[src/rtl/sweep_controller_pkg.sv]
// sweep_controller_pkg
//   Shared definitions for the sweep controller: the 3-bit FSM state
//   encoding and the sweep-mode constants.
package sweep_controller_pkg;

    typedef enum logic [2:0] {
        IDLE  = 3'd0,
        LOAD  = 3'd1,
        UP    = 3'd2,
        DOWN  = 3'd3,
        PAUSE = 3'd4,
        DONE  = 3'd5
    } state_e;

    localparam logic MODE_SAW = 1'b0;
    localparam logic MODE_TRI = 1'b1;

endpackage

[src/rtl/sweep_controller.sv]
// sweep_controller
//   Drives an external up/down counter through sawtooth or triangle sweeps.
//   A run is started by a one-cycle start pulse in IDLE; start_val, mode and
//   n_sweeps are captured on that edge. Sawtooth reloads start_val and ramps
//   up to all-ones; triangle ramps up to all-ones then down to zero. The
//   counter is never enabled while the tick for the current direction is
//   high, so it never wraps and dwells one cycle at every turnaround.
//
//   Optional feature: define SWEEP_CONTROLLER_PAUSE_EN to enable the pause
//   input (PAUSE state plus saved direction). Without it pause is ignored.
//
// Ports
//   clk, rst          clock, synchronous active-high reset
//   start, stop       run request (IDLE only) / abort to IDLE from anywhere
//   pause             level freeze of counting (feature-gated)
//   mode              0 sawtooth, 1 triangle
//   start_val [N]     ramp start value
//   n_sweeps  [C]     sweeps per run, 0 = forever
//   max_tick,min_tick counter all-ones / zero flags
//   load, en, up, D   counter controls and load value
//   busy, done        run active / one-cycle run-complete pulse
//   sweep_cnt [C]     sweeps completed in this run (saturating)
module sweep_controller
    import sweep_controller_pkg::*;
#(
    parameter int N = 8,
    parameter int C = 8
) (
    input  logic         clk,
    input  logic         rst,
    input  logic         start,
    input  logic         stop,
    input  logic         pause,
    input  logic         mode,
    input  logic [N-1:0] start_val,
    input  logic [C-1:0] n_sweeps,
    input  logic         max_tick,
    input  logic         min_tick,
    output logic         load,
    output logic         en,
    output logic         up,
    output logic [N-1:0] D,
    output logic         busy,
    output logic         done,
    output logic [C-1:0] sweep_cnt
);

    state_e         state_q, state_d;
    logic [N-1:0]   start_val_q, start_val_d;
    logic           mode_q, mode_d;
    logic [C-1:0]   n_sweeps_q, n_sweeps_d;
    logic [C-1:0]   sweep_cnt_q, sweep_cnt_d;
    logic [C-1:0]   cnt_inc;
    logic           sweep_end;

`ifdef SWEEP_CONTROLLER_PAUSE_EN
    logic           dir_up_q, dir_up_d;
`else
    logic           unused_pause;
    assign unused_pause = pause;
`endif

    // Saturating increment: only reachable at all-ones in free-run mode,
    // since a finite run ends when the count reaches n_sweeps.
    assign cnt_inc   = (&sweep_cnt_q) ? sweep_cnt_q : sweep_cnt_q + 1'b1;
    assign sweep_cnt = sweep_cnt_q;

    always_comb begin
        state_d     = state_q;
        start_val_d = start_val_q;
        mode_d      = mode_q;
        n_sweeps_d  = n_sweeps_q;
        sweep_cnt_d = sweep_cnt_q;
`ifdef SWEEP_CONTROLLER_PAUSE_EN
        dir_up_d    = dir_up_q;
`endif
        load      = 1'b0;
        en        = 1'b0;
        up        = 1'b0;
        D         = '0;
        busy      = 1'b0;
        done      = 1'b0;
        sweep_end = 1'b0;

        case (state_q)
            IDLE: begin
                if (start) begin
                    state_d     = LOAD;
                    start_val_d = start_val;
                    mode_d      = mode;
                    n_sweeps_d  = n_sweeps;
                    sweep_cnt_d = '0;
                end
            end
            LOAD: begin
                load    = 1'b1;
                up      = 1'b1;
                D       = start_val_q;
                busy    = 1'b1;
                state_d = UP;
            end
            UP: begin
                up   = 1'b1;
                en   = ~max_tick;
                busy = 1'b1;
                if (max_tick) begin
                    if (mode_q == MODE_TRI) state_d = DOWN;
                    else                    sweep_end = 1'b1;
                end
            end
            DOWN: begin
                en   = ~min_tick;
                busy = 1'b1;
                if (min_tick) sweep_end = 1'b1;
            end
`ifdef SWEEP_CONTROLLER_PAUSE_EN
            PAUSE: begin
                // Direction output keeps the saved value; counter frozen.
                up   = dir_up_q;
                busy = 1'b1;
                if (!pause) state_d = dir_up_q ? UP : DOWN;
            end
`endif
            DONE: begin
                done    = 1'b1;
                state_d = IDLE;
            end
            default: state_d = IDLE;
        endcase

        if (sweep_end) begin
            sweep_cnt_d = cnt_inc;
            if ((n_sweeps_q != '0) && (cnt_inc == n_sweeps_q))
                state_d = DONE;
            else
                state_d = (mode_q == MODE_TRI) ? UP : LOAD;
        end

`ifdef SWEEP_CONTROLLER_PAUSE_EN
        // Pause outranks tick handling: the sweep is not counted and the
        // counter is held already in the cycle pause is first seen.
        if (pause && (state_q == UP || state_q == DOWN)) begin
            state_d     = PAUSE;
            dir_up_d    = (state_q == UP);
            sweep_cnt_d = sweep_cnt_q;
            en          = 1'b0;
        end
`endif

        // Stop outranks everything; nothing else in this cycle takes effect.
        if (stop) begin
            state_d     = IDLE;
            start_val_d = start_val_q;
            mode_d      = mode_q;
            n_sweeps_d  = n_sweeps_q;
            sweep_cnt_d = sweep_cnt_q;
`ifdef SWEEP_CONTROLLER_PAUSE_EN
            dir_up_d    = dir_up_q;
`endif
        end
    end

    always_ff @(posedge clk) begin
        if (rst) begin
            state_q     <= IDLE;
            start_val_q <= '0;
            mode_q      <= 1'b0;
            n_sweeps_q  <= '0;
            sweep_cnt_q <= '0;
`ifdef SWEEP_CONTROLLER_PAUSE_EN
            dir_up_q    <= 1'b0;
`endif
        end else begin
            state_q     <= state_d;
            start_val_q <= start_val_d;
            mode_q      <= mode_d;
            n_sweeps_q  <= n_sweeps_d;
            sweep_cnt_q <= sweep_cnt_d;
`ifdef SWEEP_CONTROLLER_PAUSE_EN
            dir_up_q    <= dir_up_d;
`endif
        end
    end

endmodule

[config.mk]
export PLATFORM = sky130hd
export DESIGN_NAME = sweep_controller
export DESIGN_NICKNAME = d
export VERILOG_FILES = /design/src/rtl/sweep_controller_pkg.sv /design/src/rtl/sweep_controller.sv
export SDC_FILE = /design/constraint.sdc
export NUM_CORES = 1
export LEC_CHECK = 0
export CORE_UTILIZATION = 51
export DETAILED_ROUTE_END_ITERATION = 8
export MAX_ROUTING_LAYER = met4
export PLACE_DENSITY = 0.95
export SKIP_LAST_GASP = 1
export SYNTH_ARGS = -nofsm -noshare
export SYNTH_HDL_FRONTEND = slang
export SYNTH_SLANG_ARGS = --single-unit
[constraint.sdc]
create_clock -name clk -period 6.29 [get_ports clk]
set_input_delay 1.258 -clock clk [delete_from_list [all_inputs] [get_ports clk]]
set_output_delay 1.258 -clock clk [all_outputs]
set_load 0.02 [all_outputs]
# [Word level (Yosys, flattened, before mapping)]
# Index checks and enable logic that the tools add are counted.
[word_totals] regBits=28 latch_bits=0 ramBits=0 mem_bits_ro=0 inputBits=24 output_inout_bits=21 elab_cells=51 mem_count=0
[op_classes] addsub=1 n_mul=0 div_mod_pow=0 n_lt_le_gt_ge=0 n_eq_ne=9 shifts=0 mux=21 bitwise=3 reduce_logical=12
[op_table] cell="8-bit 2-to-1 mux" count=5
[op_table] cell="3-bit 2-to-1 mux" count=5
[op_table] cell="3-bit one-hot mux with 4 select lines" count=1
[op_table] cell="3-bit inequality test (second input constant)" count=3
[op_table] cell="8-bit by 1-bit adder with 8-bit output (second input constant)" count=1
[op_table] cell="8-bit equality test" count=1
[op_table] cell="8-bit AND reduction" count=1
[op_table] cell="8-bit nonzero test" count=1
[op_table] cell="1-bit 2-to-1 mux" count=7
[op_table] cell="3-bit by 2-bit equality test with 1-bit output (second input constant)" count=2
[op_table] cell="3-bit AND reduction" count=2
[op_table] cell="1-bit one-hot mux with 2 select lines" count=2
[op_table] cell="4-bit AND reduction" count=1
[op_table] cell="2-bit nonzero test" count=2
[op_table] cell="2-bit OR reduction" count=2
[op_table] cell="3-bit by 1-bit equality test with 1-bit output (second input constant)" count=1
[op_table] cell="3-bit equality test (second input constant)" count=1
[op_table] cell="3-bit zero test" count=1
[op_table] cell="1-bit NOT" count=3
[op_table] cell="3-bit OR reduction" count=1
[op_table] cell="2-bit 2-to-1 mux" count=1
[op_table] cell="2-bit inequality test (second input constant)" count=1
[op_table] cell="1-bit logical AND" count=1

# [Longest topological paths before layout]
[depth] word_depth=6 mapped_depth=9 mapped_depth_nobuf=7

# [Least setup slack after synthesis]
# No wires, ideal clock.
[synth_timing] path_kind="input to output" start="input port min_tick" end="output port en" t_arrival_ns=1.734 required_ns=5.032 path_slack_ns=3.298 stages=2 path_buffers=0 cell_sequence="and2_1 -> nor2_1"
[synth_via] elab_chain_len=2
[synth_rtl] item="from (decl)" line="sweep_controller.sv:38" rtl="input logic min_tick,"
[synth_rtl] item="1-bit NOT" line="sweep_controller.sv:112" rtl="en = ~min_tick;"
[synth_rtl] item="1-bit one-hot mux with 2 select lines" line="sweep_controller.sv:85" rtl="case (state_q)"
[synth_rtl] item="to (decl)" line="sweep_controller.sv:40" rtl="output logic en,"
# Every way passes these cells.

# [Worst setup path after layout]
# Same ends and word-level chain as after synthesis.

==> results.py <==
metrics = {
    "finish": {
        "drive_above_1_share_pct": 4.37,
        "final.fill_count": 236,
        "postLayoutCoreUtil_pct": 69.3,
        "most-common-layout-cells": "45 x nand2_1, 43 x clkdlybuf4s50_1, 28 x dfxtp_1, 25 x a21oi_1, 17 x nor2_1",
        "n_antenna_cell": 0,
        "syn2layout_area_growth_pct": 29.1,
        "final_common_cell": "nand2_1",
        "fin_nets": 278,
    },
    "critical_path": {
        "crit_path_cell_trace": "clkdlybuf4s50_1 > and2_1 > nor2_1 > clkdlybuf4s50_1",
        "critPathLaunch": "min_tick",
        "rrSetupSlack_ns": 3.52,
        "path_class": "in -> out",
        "critPathMostFrequentCell": "clkdlybuf4s50_1",
        "startpoint_type": "primary input",
        "required_ns": 5.03,
        "timing.critical_path.fanout_max": 4,
        "slowest_delay_ns": 0.61,
        "reg2reg_depth": 7,
        "worstPathArrival_ns": 2.61,
        "r2r-start": "sweep_cnt[0]",
        "end_kind": "output port",
        "critPathSlowestCell": "clkdlybuf4s50_1",
        "r2r-end": "state_q[1]",
    },
    "sta": {
        "worstMarginPinSlew_ns": 0.920,
        "fin_tns_setup_ns": 0,
        "hold_viol": 0,
        "whs_ns": 0.462,
        "max-slew-margin-rel_pct": 38.5,
        "fmax_mhz": 258,
        "report.final.slew_viol_count": 0,
        "fin_ws_ns": 2.42,
        "setup_viol": 0,
        "finalCritPeriodShare_pct": 61.6,
        "min_period_ns": 3.87,
        "fin_skew_ns": 0.00530,
        "rsz0062_at_grt": "false",
    },
    "synth": {
        "synthCells": 221,
        "ys_warn_count": 0,
        "synth_area_leader_cell": "dfxtp_1",
        "yosysUniqueCellTypes": 44,
        "synthesis.nets": 246,
        "ys_seq_area_share_pct": 34.5,
        "avgSynthCellArea_um2": 7.36,
        "ys.flop_type": "dfxtp_1",
        "synth-edff-count": 0,
        "synth-seq-cells": 28,
        "synth_top_area_share_pct": 34.5,
        "syn_area_mm2": 0.00163,
        "synthArstFlopShare_pct": 0,
        "synth.area.top_cells": "dfxtp_1 34%, nand2_1 10%, a21oi_1 7.7%",
    },
    "hold_path": {
        "min_delay_path_depth": 2,
        "min_to": "start_val_q[6]",
        "hp-start": "start_val_q[6]",
        "hp-class": "reg -> reg",
    },
    "power_and_ir_drop": {
        "p_per_area_mw_per_mm2": 173,
        "swShare_pct": 23.6,
        "clkPwrFrac_pct": 32.1,
        "comb_power_share_pct": 15.6,
        "internal-power_uw": 277,
        "p_sw_uw": 85.7,
        "total_power_uw": 363,
        "power_leakage_uw": 0.000777,
        "seqPwrFrac_pct": 52.3,
        "ir_drop_uv": 122,
    },
    "cts": {
        "cts_made_buffers": 3,
        "post_cts_buffers": 0,
        "cts_hold_buf": 0,
        "tritoncts": "done",
        "clock-root-buffer": "clkbuf_4",
        "clk_latency_ns": 0.32,
        "clock-sinks": 28,
        "htree_levels": 1,
        "cts.path.max_buffers": 2,
        "clk_pin_slew_worst_paths_ns": 0.15,
        "cts-resized-gates": 0,
    },
    "placement": {
        "port_buffers": 43,
        "dp_slack_ns": 2.42,
        "globalplace.congestion": 0.907,
        "post-dp-hpwl_um": 2760,
    },
    "die": {
        "dieHeight_um": 58.5,
        "rows": 20,
        "dieArea_mm2": 0.00342,
        "ios": 45,
        "start_util_pct": 53.7,
        "core_area_mm2": 0.00303,
        "die_x_um": 58.5,
    },
    "detailed_routing": {
        "wl_per_cell_um": 13.3,
        "via_count": 1672,
        "drc": 0,
        "avgViaCountPerCell": 5.65,
        "detail-route-antenna-nets": 0,
        "routed_wl_um": 3950,
        "first_pass_iters": 6,
        "first_iter_violations": 56,
    },
    "global_routing": {
        "grt_max_degree": 27,
        "antenna_found_initial": 0,
        "grt_pass1_wl_um": 6540,
        "overflow": 0,
        "grtUsageTotal_pct": 24.7,
        "grt_pass1_vias": 1515,
    },
    "run": {
        "maxCapViolCount": 0,
    },
    "status": {
        "outcome": "finished clean",
    },
}
## synthesized netlist by cell type, drive strengths merged, types with 4 or more instances
cell type and count:
a21oi 25, and2 4, and3 9, buf 5, clkbuf 12, dfxtp 28, mux2i 4, nand2 46
nand3 9, nor2 17, nor3 5, nor4 4, o21ai 10, xnor2 4
## through the flow
| step | instances | area (um2) |
|---|---|---|
| after global placement | 292 | 2050 |
| after global routing | 296 | 2100 |
| after detailed placement | 292 | 2050 |
| after CTS | 296 | 2100 |
| final | 296 | 2100 |
| after floorplan | 221 | 1630 |
## area by class of cell
class / count / area, um2 / share of cell area (%)
multi-input combinational: 174 / 986 / 47.0
sequential: 28 / 561 / 26.7
timing repair buffer: 44 / 438 / 20.9
tap: 44 / 55.1 / 2.62
clock inverter: 1 / 30.0 / 1.43
clock buffer: 3 / 22.5 / 1.07
inverter: 2 / 7.51 / 0.358
## per-layer routing
metal / share of wire, % / wire, um / vias to the layer above / track usage (%)
met3: 4.6 / 180 / 10 / 2.64
met1: 42 / 1670 / 775 / 31.5
met4: 3.0 / 117 / 0 / 8.50
met2: 50 / 1980 / 50 / 40.7
li1: - / - / 837 / -
met5: 0 / 0 / - / -
## worst max-delay path, delay by kind of cell
family / cells / cell delay, ns
AND/OR/NAND/NOR: 2 / 0.32
buffers and inverters: 2 / 1.03
## sequential cells by signal, indices dropped and copies added (netlist names)
| name | flops |
|---|---|
| n_sweeps_q | 8 |
| start_val_q | 8 |
| sweep_cnt | 8 |
| state_q | 3 |
| mode_q | 1 |
## power by group through the flow
stage | clock network, uW | registers (uW) | logic (uW)
after global placement | 0 | 193 | 55.1
final | 116 | 190 | 56.6
after detailed placement | 0 | 194 | 56.2
after CTS | 118 | 190 | 56.4
after global routing | 126 | 191 | 61.9
after floorplan | 0 | 190 | 33.6
## cells by family after synthesis
group,after synthesis,share of synthesized area [%]
AOI/OAI and AO/OA,54,20.5
muxes,4,2.46
and+or+nand+nor,108,32.7
adders and majority gates,1,0.769
xor gates and xnor gates,7,3.77
buffers and inverters,19,5.31
DFF,28,34.5
## how the worst max path moves through the flow
stage	endpoint	slack, ns	cells after the start
5_1_grt	en	2.35	4
2_1_floorplan	en	3.30	2
3_5_place_dp	en	2.42	4
3_3_place_gp	en	2.44	4
6_report	en	2.42	4
4_1_cts	en	2.41	4
No activity file was read; power rests on OpenSTA's default activity.
